`config.mk`:
```
export PLATFORM = sky130hd
export DESIGN_NAME = bcd_7seg_scan_driver
export DESIGN_NICKNAME = d
export VERILOG_FILES = /design/src/rtl/bcd_7seg_scan_driver.sv
export SDC_FILE = /design/constraint.sdc
export NUM_CORES = 1
export LEC_CHECK = 0
export BUFFER_PORTS_ARGS = -buffer_cell sky130_fd_sc_hd__buf_2
export CAP_MARGIN = 10
export CORE_MARGIN = 2
export CORE_UTILIZATION = 30
export CTS_BUF_LIST = sky130_fd_sc_hd__clkbuf_4 sky130_fd_sc_hd__clkbuf_8 sky130_fd_sc_hd__clkbuf_16
export CTS_CLUSTER_DIAMETER = 150
export DETAILED_ROUTE_END_ITERATION = 8
export MAX_ROUTING_LAYER = met4
export SETUP_SLACK_MARGIN = 0.1
export SLEW_MARGIN = 20
export SYNTH_ARGS = -nofsm -noshare
export SYNTH_HDL_FRONTEND = slang
export SYNTH_SLANG_ARGS = --single-unit
```
`constraint.sdc`:
```
create_clock -name clk -period 3.2 [get_ports clk]
set_input_delay 0.32 -clock clk [delete_from_list [all_inputs] [get_ports clk]]
set_output_delay 0.32 -clock clk [all_outputs]
set_load 0.005 [all_outputs]
```
`src/rtl/bcd_7seg_scan_driver.sv`:
```
// Time-multiplexed 4-digit 7-segment driver with per-frame snapshot,
// leading-zero blanking, dash display for non-BCD nibbles and ghost guard.
module bcd_7seg_scan_driver #(
    parameter int unsigned REFRESH_DIV    = 25000,
    parameter int unsigned SEG_ACTIVE_LOW = 0,
    parameter int unsigned DIG_ACTIVE_LOW = 0,
    parameter int unsigned BLANK_LEADING  = 1
) (
    input  logic       clk,
    input  logic       reset,
    input  logic       enable,
    input  logic [3:0] units,
    input  logic [3:0] tens,
    input  logic [3:0] hundreds,
    input  logic [3:0] thousands,
    output logic [6:0] seg,
    output logic       dp,
    output logic [3:0] digit_sel,
    output logic       frame_tick
);

    localparam int unsigned     PW         = (REFRESH_DIV > 1) ? $clog2(REFRESH_DIV) : 1;
    localparam logic [PW-1:0]   PRESC_LAST = PW'(REFRESH_DIV - 1);
    localparam logic [6:0]      SEG_INV    = (SEG_ACTIVE_LOW != 0) ? 7'h7F : 7'h00;
    localparam logic            DP_INV     = (SEG_ACTIVE_LOW != 0);
    localparam logic [3:0]      DIG_INV    = (DIG_ACTIVE_LOW != 0) ? 4'hF : 4'h0;

    logic [PW-1:0] presc;
    logic [1:0]    idx;
    logic [15:0]   snapshot;

    logic          slot_end_c;
    logic          frame_end_c;
    logic [3:0]    nibble_c;
    logic [3:0]    lead_zero_c;
    logic          blank_c;
    logic [6:0]    pattern_c;
    logic [6:0]    seg_next_c;

    assign slot_end_c  = (presc == PRESC_LAST);
    assign frame_end_c = slot_end_c && (idx == 2'd3);

    // Digit select, leading-zero chain and segment decode for the current slot
    always_comb begin
        nibble_c       = 4'h0;
        lead_zero_c    = 4'b0000;
        blank_c        = 1'b0;
        pattern_c      = 7'h00;
        seg_next_c     = 7'h00;

        case (idx)
            2'd0:    nibble_c = snapshot[3:0];
            2'd1:    nibble_c = snapshot[7:4];
            2'd2:    nibble_c = snapshot[11:8];
            default: nibble_c = snapshot[15:12];
        endcase

        // A digit is a leading zero only if it and everything left of it is zero
        lead_zero_c[3] = (snapshot[15:12] == 4'h0);
        lead_zero_c[2] = lead_zero_c[3] && (snapshot[11:8] == 4'h0);
        lead_zero_c[1] = lead_zero_c[2] && (snapshot[7:4] == 4'h0);
        lead_zero_c[0] = 1'b0;
        blank_c        = (BLANK_LEADING != 0) && lead_zero_c[idx];

        case (nibble_c)
            4'h0:    pattern_c = 7'h3F;
            4'h1:    pattern_c = 7'h06;
            4'h2:    pattern_c = 7'h5B;
            4'h3:    pattern_c = 7'h4F;
            4'h4:    pattern_c = 7'h66;
            4'h5:    pattern_c = 7'h6D;
            4'h6:    pattern_c = 7'h7D;
            4'h7:    pattern_c = 7'h07;
            4'h8:    pattern_c = 7'h7F;
            4'h9:    pattern_c = 7'h6F;
            default: pattern_c = 7'h40;
        endcase

        seg_next_c = blank_c ? 7'h00 : pattern_c;
    end

    // Scan timing, frame snapshot and registered pin outputs
    always_ff @(posedge clk) begin
        if (reset) begin
            presc      <= '0;
            idx        <= 2'd0;
            snapshot   <= 16'h0000;
            frame_tick <= 1'b0;
            seg        <= SEG_INV;
            dp         <= DP_INV;
            digit_sel  <= DIG_INV;
        end else begin
            presc      <= slot_end_c ? '0 : presc + PW'(1);
            frame_tick <= frame_end_c;
            dp         <= DP_INV;
            if (slot_end_c) begin
                idx <= idx + 2'd1;
            end
            if (frame_end_c) begin
                snapshot <= {thousands, hundreds, tens, units};
            end
            if (!enable) begin
                seg       <= SEG_INV;
                digit_sel <= DIG_INV;
            end else begin
                seg       <= seg_next_c ^ SEG_INV;
                // Blank the digit enable for one cycle across a slot change
                digit_sel <= slot_end_c ? DIG_INV : ((4'b0001 << idx) ^ DIG_INV);
            end
        end
    end

endmodule

```
* Word level (Yosys, flattened, before mapping) *
Memories as Yosys holds them, arrays and structs flattened. A register that Yosys moved wholly into a read port is not among the register bits.
Cells that the tools add are included.

word-level totals
  register bits = 38
  bits in latches = 0
  bits in writable memories = 0
  memory bits (read-only) = 112
  output and inout port bits = 13
  word-level logic and storage cells = 28
  memories = 1

cells by class
  add/subtract/negate cells = 2
  multiply operators = 0
  div/mod/pow operators = 0
  magnitude comparators = 1
  equal/unequal tests = 4
  shift-type cells = 1
  mux-type cells = 3
  bitwise gates (word level) = 1
  reduce and logical (&&, ||, !) cells = 10

memories
  memory            words  width  rd ports  clocked after Yosys merged registers in  write ports  line  RTL
  (name not given)  16     7      1         1                                        0            65    case (nibble_c)

operators with widths
  cell                                                                           count
  15-bit by 1-bit adder with 15-bit output (second input constant)               1
  15-bit equality test (second input constant)                                   1
  4-bit zero test                                                                3
  4-bit case mux with 3 select lines                                             1
  3-bit OR reduction                                                             2
  2-bit equality test (second input constant)                                    2
  1-bit by 2-bit << shifter with 4-bit output (first input constant)             1
  1-bit logical AND                                                              3
  2-bit by 3-bit less-than comparator with 1-bit output (second input constant)  1
  2-bit by 1-bit adder with 2-bit output (second input constant)                 1
  1-bit binary-select mux with 2-bit select                                      1
  2-bit by 1-bit equality test with 1-bit output (second input constant)         1
  2-bit zero test                                                                1
  2-bit OR reduction                                                             1
  1-bit two-way mux                                                              1
  1-bit inverter                                                                 1

* Logic depth before layout (Yosys ltp) *
Gate-level depths: netlist of the first run.

  word-level depth = 6
  depth in mapped cells = 10
  gate-level depth less buffers = 10

* Worst setup path before layout of the first run *
No wires, ideal clock.

  path kind = register to register
  from = register idx[0]
  to = register seg[5]
  library setup time = 0.086 ns
  arrival = 2.295 ns
  path slack = 0.819 ns
  stages on the path, launching flop included = 11
  buffers on the path = 0
  period minus slack after synthesis = 2.381 ns
  cell sequence = dfxtp_1 -> inv_1 -> ha_1 -> a222oi_1 -> mux2i_1 -> inv_1 -> ha_1 -> inv_1 -> a2111oi_0 -> o31ai_1 -> a211oi_1

between the ends
  cells in the longest elaborated chain, start to end = 3
  elaborated cells between the ends (all ways) = 7
  those cells by class = eq/ne (2); mux (3); reduce/logical (2)

RTL lines
  element                                    line  RTL
  start, declared                            29    logic [1:0] idx;
  start signal, assigned                     97    idx <= idx + 2'd1;
  1-bit binary-select mux with 2-bit select  63    blank_c = (BLANK_LEADING != 0) && lead_zero_c[idx];
  1-bit two-way mux (implied by the code)    63
  3-bit OR reduction (no line)               -
  end, declared                              16    output logic [6:0] seg,

Parallel ways exist; a longest one is shown, timed or not. The select of a mux whose other input is x is not followed.
A chain may end at the register's enable or synchronous reset.

* Final worst setup path of the first run *
  from = register idx[0]
  to = register seg[0]

The elaborated chain is that of the path after synthesis.

==> flow_metrics.tcl, run 1 <==
set metrics [dict create \
    seqPwrFrac 0.573 \
    hpwlAfterDp_um 3360 \
    synth-async-reset-ratio 0 \
    die_w_um 88.3 \
    status "finished, final reports clean" \
    clock_latency_ns 0.30 \
    required_ns 3.42 \
    netSwitchingFraction 0.220 \
    routed-wl-met3_um 201 \
    ys_seq_area_frac 0.422 \
    p_switching_uw 219 \
    met2RoutedLength_um 2150 \
    p_per_area_mw_per_mm2 407 \
    cts_buffers 5 \
    synth_most_common_cell "dfxtp_1" \
    first_pass_iters 4 \
    max_freq_ghz 0.363 \
    grt_overflow_total 0 \
    placementRows 30 \
    place_congestion 0.947 \
    synthesis.area_mm2 0.00213 \
    dp_slack_ns 0.447 \
    syn-num-nets 273 \
    holdWs_ns 0.260 \
    top_layer "met4" \
    synth-seq-cells 45 \
    synth.cells.most_frequent "45 x dfxtp_1, 25 x nand3_1, 22 x a21oi_1" \
    grt_first_pass_wirelength_um 7540 \
    intPower_uw 779 \
    crit_start "idx[0]" \
    vias_per_cell 4.96 \
    synth_warnings 0 \
    finalSetupViolations 0 \
    drt-total-wl_um 4620 \
    areaGrowthSynthToFinish_pct 14.9 \
    ios 32 \
    core_area_mm2 0.00683 \
    hold_start "thousands[2]" \
    synth_top_area_cell "dfxtp_1" \
    grtUsageTotal 0.126 \
    multi_input_area_mm2 0.00112 \
    die_area_mm2 0.00780 \
    worst-setup-path-type "flop to flop" \
    leakagePower_nw 0.940 \
    die_y_um 88.3 \
    fin_ws_ns 0.449 \
    cp_max_fo 11 \
    grt_max_degree 23 \
    synth_cells 242 \
    rsz0062_at_grt "false" \
    regArea_um2 901 \
    tns_ns 0 \
    max-clock-path-buffers 2 \
    ctsHoldBuffers 0 \
    critPathCaptureType "flop" \
    dpl_cell_area_mm2 0.00235 \
    drc_errors 0 \
    period_needed_ns 2.75 \
    antenna_found_initial 0 \
    synth_top_flop_cell "dfxtp_1" \
    clk_pin_slew_ns 0.09 \
    cp.arrival_ns 2.97 \
    port_buffers 30 \
    startpoint_type "flop" \
    hp-class "input pin to flop" \
    ant_nets 0 \
    initial_core_util 0.312 \
    r2r_start "idx[0]" \
    synthDistinctLibCells 42 \
    p_clk_frac 0.392 \
    diodes 0 \
    ys_top_cells_by_area "dfxtp_1 42%, ha_1 7.0%, nand3_1 5.9%" \
    drive_gt1_frac 0.172 \
    design_area_mm2 0.00245 \
    cts_tree "done" \
    slew_headroom 0.569 \
    nNetsFinal 297 \
    vias 1799 \
    drt_iter0_drc 107 \
    worst_pin_slew_ns 0.646 \
    synth_edf_count 0 \
    wl_met1_um 2230 \
    fillers 716 \
    avgSynthCellArea_um2 8.82 \
    peakVddDrop_mv 0.163 \
    fin_worst_skew_ns 0.0103 \
    ff2ff_setup_slack_ns 0.45 \
    drv_cap 0 \
    hold_violations 0 \
    htreeDepth 2 \
    routedWlPerCell_um 12.7 \
    grt_pass1_vias 1617 \
    period_share 0.860 \
    slew_viol_final 0 \
    clock-sinks 45 \
    cts-root-buf "clkbuf_8" \
    yosysTopAreaCellShare 0.422 \
    combPwrFrac 0.036 \
]
==> critical path, cell delays in order, from the launching register on <==
cell       delay, ns
dfxtp_1         0.50
ha_1            0.30
inv_1           0.22
o2bb2ai_1       0.48
inv_1           0.14
ha_1            0.24
a211o_1         0.27
o32ai_1         0.14
o21ai_0         0.15
a211oi_1        0.23
==> cells in the final DEF (no fill, tap or decap), drive strengths merged, types with 3 or more instances in the layout <==
master and count:
clkbuf 7, a21oi 22, a222oi 3, xnor2 3
nand2 5, xor2 9, nand3 26, and3 3
ha 12, buf 32, a211oi 8, nor3 7
nand2b 3, nand4 6, nor2 15, inv 11
o21ai 20, and4 4, dfxtp 45
==> final timing paths <==
kind	endpoint	depth (start not counted)
max	seg[0]	9
min	snapshot[14]	3
max reg2reg	seg[0]	9
min reg2reg	presc[0]	1
==> cell families after synthesis <==
family,count (synthesis),share of synthesized area
mux,3,0.0147
flops,45,0.422
fa+ha+maj,12,0.0704
simple gates,78,0.198
other cells,1,0.00176
xor+xnor,12,0.0493
compound gates,65,0.190
buf+inv,26,0.0534
==> power groups by stage <==
| stage | logic [mW] | registers [mW] | clock network (mW) |
|---|---|---|---|
| 6_report | 0.0359 | 0.572 | 0.391 |
| 5_1_grt | 0.0417 | 0.573 | 0.423 |
| 4_1_cts | 0.0367 | 0.572 | 0.403 |
| 3_5_place_dp | 0.0364 | 0.585 | 0 |
| 3_3_place_gp | 0.0364 | 0.585 | 0 |
| 2_1_floorplan | 0.0172 | 0.585 | 0 |
==> final cells by class <==
type	instances	area share
Sequential cell	45	0.368
Timing Repair Buffer	32	0.0674
Inverter	11	0.0168
Clock inverter	1	0.00204
Tap cell	96	0.0490
Clock buffer	7	0.0393
Multi-Input combinational cell	171	0.458
==> sequential cells by signal (all words and copies together) (netlist names) <==
| name | flops |
|---|---|
| seg | 7 |
| idx | 2 |
| snapshot | 16 |
| presc | 15 |
| frame_tick | 1 |
| digit_sel | 4 |
==> stage by stage <==
| step | cells | utilization | total power [mW] |
|---|---|---|---|
| after floorplan | 242 | - | 0.603 |
| after global placement | 355 | 0.343 | 0.621 |
| after detailed placement | 355 | 0.343 | 0.622 |
| after CTS | 363 | 0.358 | 1.01 |
| after global routing | 363 | 0.359 | 1.04 |
| final | 363 | 0.359 | 0.999 |
==> per-layer routing <==
metal / GRT usage / vias to the layer above
met5: - / -
met4: 0.0331 / 0
met3: 0.0299 / 4
met2: 0.196 / 38
met1: 0.166 / 835
li1: - / 922
==> repair_timing <==
item,CTS,global route
setup buffers,0,0
endpoints found under the setup margin,0,1
hold endpoints to repair,0,0
gates resized for setup,0,1
No activity file was read; power rests on OpenSTA's default activity.
==> inputs of run 2 (changes only) <==
--- a/config.mk
+++ b/config.mk
@@ -13,6 +13,7 @@
 export CTS_CLUSTER_DIAMETER = 150
 export DETAILED_ROUTE_END_ITERATION = 8
 export MAX_ROUTING_LAYER = met4
+export RECOVER_POWER = 100
 export SETUP_SLACK_MARGIN = 0.1
 export SLEW_MARGIN = 20
 export SYNTH_ARGS = -nofsm -noshare
==> flow_metrics.tcl, run 2 (synthesized netlist as in run 1, its figures left out) <==
set metrics [dict create \
    status "finished, final reports clean" \
    seqPwrFrac 0.575 \
    die_y_um 88.3 \
    cts_buffers 5 \
    grt_pass1_vias 1617 \
    required_ns 3.41 \
    largestRegisters "snapshot x16, presc x15, seg x7" \
    nNetsFinal 297 \
    vias_per_cell 4.94 \
    p_switching_uw 216 \
    p_clk_frac 0.390 \
    drt_iter0_drc 109 \
    diodes 0 \
    hp-class "input pin to flop" \
    core_area_mm2 0.00683 \
    design_area_mm2 0.00243 \
    r2r_start "idx[0]" \
    dpl_cell_area_mm2 0.00235 \
    hold_violations 0 \
    clock-sinks 45 \
    max-clock-path-buffers 2 \
    die_area_mm2 0.00780 \
    rsz0062_at_grt "false" \
    fin_worst_skew_ns 0.00991 \
    multi_input_area_mm2 0.00111 \
    drv_cap 0 \
    tns_ns 0 \
    cts-root-buf "clkbuf_8" \
    regArea_um2 901 \
    clock_latency_ns 0.30 \
    cts-resized-gates 0 \
    layout_common_cells "45 x dfxtp_1, 26 x nand3_1, 23 x buf_2, 22 x a21oi_1, 20 x o21ai_0" \
    drc_errors 0 \
    grt_overflow_total 0 \
    place_congestion 0.947 \
    drt-total-wl_um 4610 \
    cts_tree "done" \
    htreeDepth 2 \
    ff2ff_setup_slack_ns 0.46 \
    postCtsSetupRepairBufs 0 \
    grt_max_degree 23 \
    rr_worst_depth 9 \
    die_w_um 88.3 \
    peakVddDrop_mv 0.163 \
    areaGrowthSynthToFinish_pct 13.7 \
    period_share 0.857 \
    reg2reg_to "seg[0]" \
    largest_reg_flops 16 \
    fillers 727 \
    cp_max_fo 11 \
    grt_first_pass_wirelength_um 7540 \
    antenna_found_initial 0 \
    netSwitchingFraction 0.217 \
    placementRows 30 \
    grtUsageTotal 0.126 \
    mostFrequentLayoutCell "dfxtp_1" \
    port_buffers 30 \
    ant_nets 0 \
    leakagePower_nw 0.910 \
    routedWlPerCell_um 12.7 \
    vias 1795 \
    worst-setup-path-type "flop to flop" \
    initial_core_util 0.312 \
    p_per_area_mw_per_mm2 410 \
    finalSetupViolations 0 \
    period_needed_ns 2.74 \
    slew_viol_final 0 \
    intPower_uw 779 \
    slew_headroom 0.504 \
    combPwrFrac 0.036 \
    critPathCaptureType "flop" \
    drive_gt1_frac 0.131 \
    first_pass_iters 5 \
    hpwlAfterDp_um 3360 \
    clk_pin_slew_ns 0.08 \
    ctsHoldBuffers 0 \
    top_register "snapshot" \
    startpoint_type "flop" \
    max_freq_ghz 0.365 \
    ios 32 \
    cp.arrival_ns 2.96 \
    worst_pin_slew_ns 0.743 \
    crit_start "idx[0]" \
    cp-endpoint "seg[0]" \
]
==> run 2: cell count changes in the layout (fill, tap and decap cells not counted) <==
| cell | before | now |
|---|---|---|
| buf_2 | 30 | 23 |
| buf_4 | 2 | 0 |
| clkbuf_1 | 0 | 9 |
| mux2i_1 | 1 | 2 |
| mux2i_2 | 1 | 0 |
| nand3_1 | 25 | 26 |
| nand3_2 | 1 | 0 |
==> run 2: per-stage QoR <==
stage / setup slack (ns) / std cells / hold slack [ns] / utilization / total power, mW
6_report: 0.457 / 363 / 0.265 / 0.355 / 0.995
2_1_floorplan: 0.819 / 242 / 0.437 / - / 0.603
4_1_cts: 0.431 / 363 / 0.259 / 0.358 / 1.01
3_5_place_dp: 0.447 / 355 / 0.470 / 0.343 / 0.622
5_1_grt: 0.0922 / 363 / 0.270 / 0.355 / 1.04
3_3_place_gp: 0.587 / 355 / 0.459 / 0.343 / 0.621
==> run 2: critical path, cell delays in order, from the launching register on <==
cell and delay, ns:
dfxtp_1 0.40, ha_1 0.30, inv_1 0.29, mux2i_1 0.48, inv_1 0.17, ha_1 0.23
a211o_1 0.27, o32ai_1 0.14, o21ai_0 0.15, a211oi_1 0.24
==> run 2: power groups by stage <==
stage	Sequential (mW)	Clock, mW	Combinational [mW]
2_1_floorplan	0.585	0	0.0172
3_3_place_gp	0.585	0	0.0364
3_5_place_dp	0.585	0	0.0364
4_1_cts	0.572	0.403	0.0367
5_1_grt	0.573	0.423	0.0410
6_report	0.572	0.388	0.0353
==> run 2: layer usage <==
metal	GRT usage	vias up	part of all wire
met5	-	-	0
met2	0.196	42	0.47
met3	0.0299	2	0.043
li1	-	923	-
met1	0.166	828	0.48
met4	0.0331	0	0.0041
==> run 2: layout make-up <==
type,instances,area share
well taps,96,0.0495
inverters,11,0.0170
flip-flops and latches,45,0.371
multi-input cells,171,0.459
clock buffers,7,0.0397
clock inverters,1,0.00206
repair buffers,32,0.0614
==> run 2: worst min path at each step <==
stage	from	end	slack (ns)	cells past startpoint
2_1_floorplan	presc[0]	presc[0]	0.44	1
3_3_place_gp	presc[0]	presc[0]	0.46	1
3_5_place_dp	presc[0]	presc[0]	0.47	1
4_1_cts	thousands[2]	snapshot[14]	0.26	3
5_1_grt	tens[2]	snapshot[6]	0.27	3
6_report	thousands[2]	snapshot[14]	0.27	3
==> inputs of run 3 (changes only) <==
--- a/config.mk
+++ b/config.mk
@@ -7,7 +7,6 @@
 export LEC_CHECK = 0
 export BUFFER_PORTS_ARGS = -buffer_cell sky130_fd_sc_hd__buf_2
 export CAP_MARGIN = 10
-export CORE_MARGIN = 2
 export CORE_UTILIZATION = 30
 export CTS_BUF_LIST = sky130_fd_sc_hd__clkbuf_4 sky130_fd_sc_hd__clkbuf_8 sky130_fd_sc_hd__clkbuf_16
 export CTS_CLUSTER_DIAMETER = 150
==> flow_metrics.tcl, run 3 (synthesized netlist as in run 1, its figures left out) <==
set metrics [dict create \
    status "finished, final reports clean" \
    drt_iter0_drc 69 \
    layout_common_cells "44 x dfxtp_1, 29 x buf_2, 26 x nand3_1, 22 x a21oi_1, 20 x o21ai_0" \
    initial_core_util 0.312 \
    cp_max_fo 8 \
    port_buffers 30 \
    first_pass_iters 4 \
    clk_pin_slew_ns 0.09 \
    slowest_stage "dfxtp_1" \
    routed-wl-met3_um 210 \
    combPwrFrac 0.037 \
    drc_errors 0 \
    top_register "snapshot" \
    drt-total-wl_um 4800 \
    postCtsSetupRepairBufs 0 \
    clock_latency_ns 0.30 \
    ant_nets 0 \
    leakagePower_nw 0.929 \
    ios 32 \
    intPower_uw 744 \
    cts_buffers 5 \
    fin_worst_skew_ns 0.00482 \
    slew_headroom 0.468 \
    hp-class "input pin to flop" \
    critPathCaptureType "flop" \
    mostFrequentLayoutCell "dfxtp_1" \
    peakVddDrop_mv 0.187 \
    worst_pin_slew_ns 0.798 \
    layout.cells.non_filler 363 \
    grt_first_pass_wirelength_um 7930 \
    worst-setup-path-type "flop to flop" \
    placementRows 30 \
    period_share 0.855 \
    diodes 0 \
    path_common_cell "inv_1" \
    hpwlAfterDp_um 3460 \
    met2RoutedLength_um 2220 \
    slew_viol_final 0 \
    max-clock-path-buffers 2 \
    post-route-util 0.354 \
    design_area_mm2 0.00242 \
    largestRegisters "snapshot x16, presc x15, seg x7" \
    seqPwrFrac 0.594 \
    tns_ns 0 \
    dp_cells 355 \
    max_freq_ghz 0.365 \
    drive_gt1_frac 0.157 \
    dpl_cell_area_mm2 0.00235 \
    required_ns 3.42 \
    place_congestion 0.867 \
    p_switching_uw 219 \
    grt_pass1_vias 1658 \
    largest_reg_flops 16 \
    die_area_mm2 0.00745 \
    whs_path_depth 3 \
    p_per_area_mw_per_mm2 398 \
    p_clk_frac 0.369 \
    hold_violations 0 \
    finalSetupViolations 0 \
    cp_cell_sequence "inv_1 > ha_1 > a222oi_1 > mux2i_1 > inv_1 > ha_1 > inv_1 > a2111oi_0 > o31ai_1 > a211oi_1" \
    cts-root-buf "clkbuf_8" \
    slowest_delay_ns 0.47 \
    netSwitchingFraction 0.228 \
    routedWlPerCell_um 13.2 \
    top_layer "met4" \
    startpoint_type "flop" \
    antenna_found_initial 0 \
    period_needed_ns 2.74 \
    grt_max_degree 23 \
    grt_overflow_total 0 \
    vias_per_cell 5.05 \
    drv_cap 0 \
    rr_worst_depth 10 \
    die_w_um 86.3 \
    clock-sinks 45 \
    rsz0062_at_grt "false" \
    cts_tree "done" \
    cp.arrival_ns 2.96 \
    wl_met1_um 2340 \
    htreeDepth 2 \
    holdWs_ns 0.265 \
    grtUsageTotal 0.140 \
    die_y_um 86.3 \
    core_area_mm2 0.00683 \
    vias 1832 \
    areaGrowthSynthToFinish_pct 13.4 \
    nNetsFinal 297 \
]
run 3: cell types whose count changed in the layout (fill, tap and decap cells not counted), sizes merged:
cell	previous run	this run
buf	23	29
clkbuf	16	9
clkinv	1	2
run 3: through the flow:
| step | power (mW) | worst slack, ns |
|---|---|---|
| after floorplan | 0.603 | 0.819 |
| after global placement | 0.621 | 0.586 |
| after detailed placement | 0.622 | 0.400 |
| after CTS | 0.972 | 0.367 |
| after global routing | 0.997 | 0.157 |
| final | 0.963 | 0.463 |
run 3: area by class of cell:
type | count | area [um2]
Sequential cell | 45 | 902
Clock inverter | 2 | 10.0
Timing Repair Buffer | 32 | 156
Multi-Input combinational cell | 171 | 1110
Tap cell | 96 | 120
Clock buffer | 6 | 76.3
Inverter | 11 | 41.3
Fill cell | 758 | 4410
run 3: power by group through the flow:
stage | Clock, mW | Combinational, mW | Sequential [mW]
after floorplan | 0 | 0.0172 | 0.585
after global placement | 0 | 0.0362 | 0.585
after detailed placement | 0 | 0.0368 | 0.585
after CTS | 0.363 | 0.0369 | 0.572
after global routing | 0.384 | 0.0404 | 0.573
final | 0.355 | 0.0361 | 0.572
run 3: critical path: cells and delay by family, from the launching register on:
kind | cells | cell delay [ns]
buffers and inverters | 3 | 0.37
DFF | 1 | 0.47
AOI/OAI and AO/OA | 4 | 1.09
muxes | 1 | 0.26
adders and majority gates | 2 | 0.46
run 3: final timing paths:
check                     from            to  slack, ns
setup / recovery        idx[1]        seg[5]       0.46
hold / removal    thousands[0]  snapshot[12]       0.26
setup reg to reg        idx[1]        seg[5]       0.46
hold reg to reg       presc[0]      presc[0]       0.49
run 3: repair_timing:
item,in CTS,in global routing
endpoints found under the setup margin,0,1
gates resized for setup,0,1
hold buffers,0,0
run 3: routing by layer:
metal | track usage | up-vias
met5 | - | -
met4 | 0.0439 | 0
met3 | 0.0314 | 4
met2 | 0.219 | 52
met1 | 0.179 | 850
li1 | - | 926
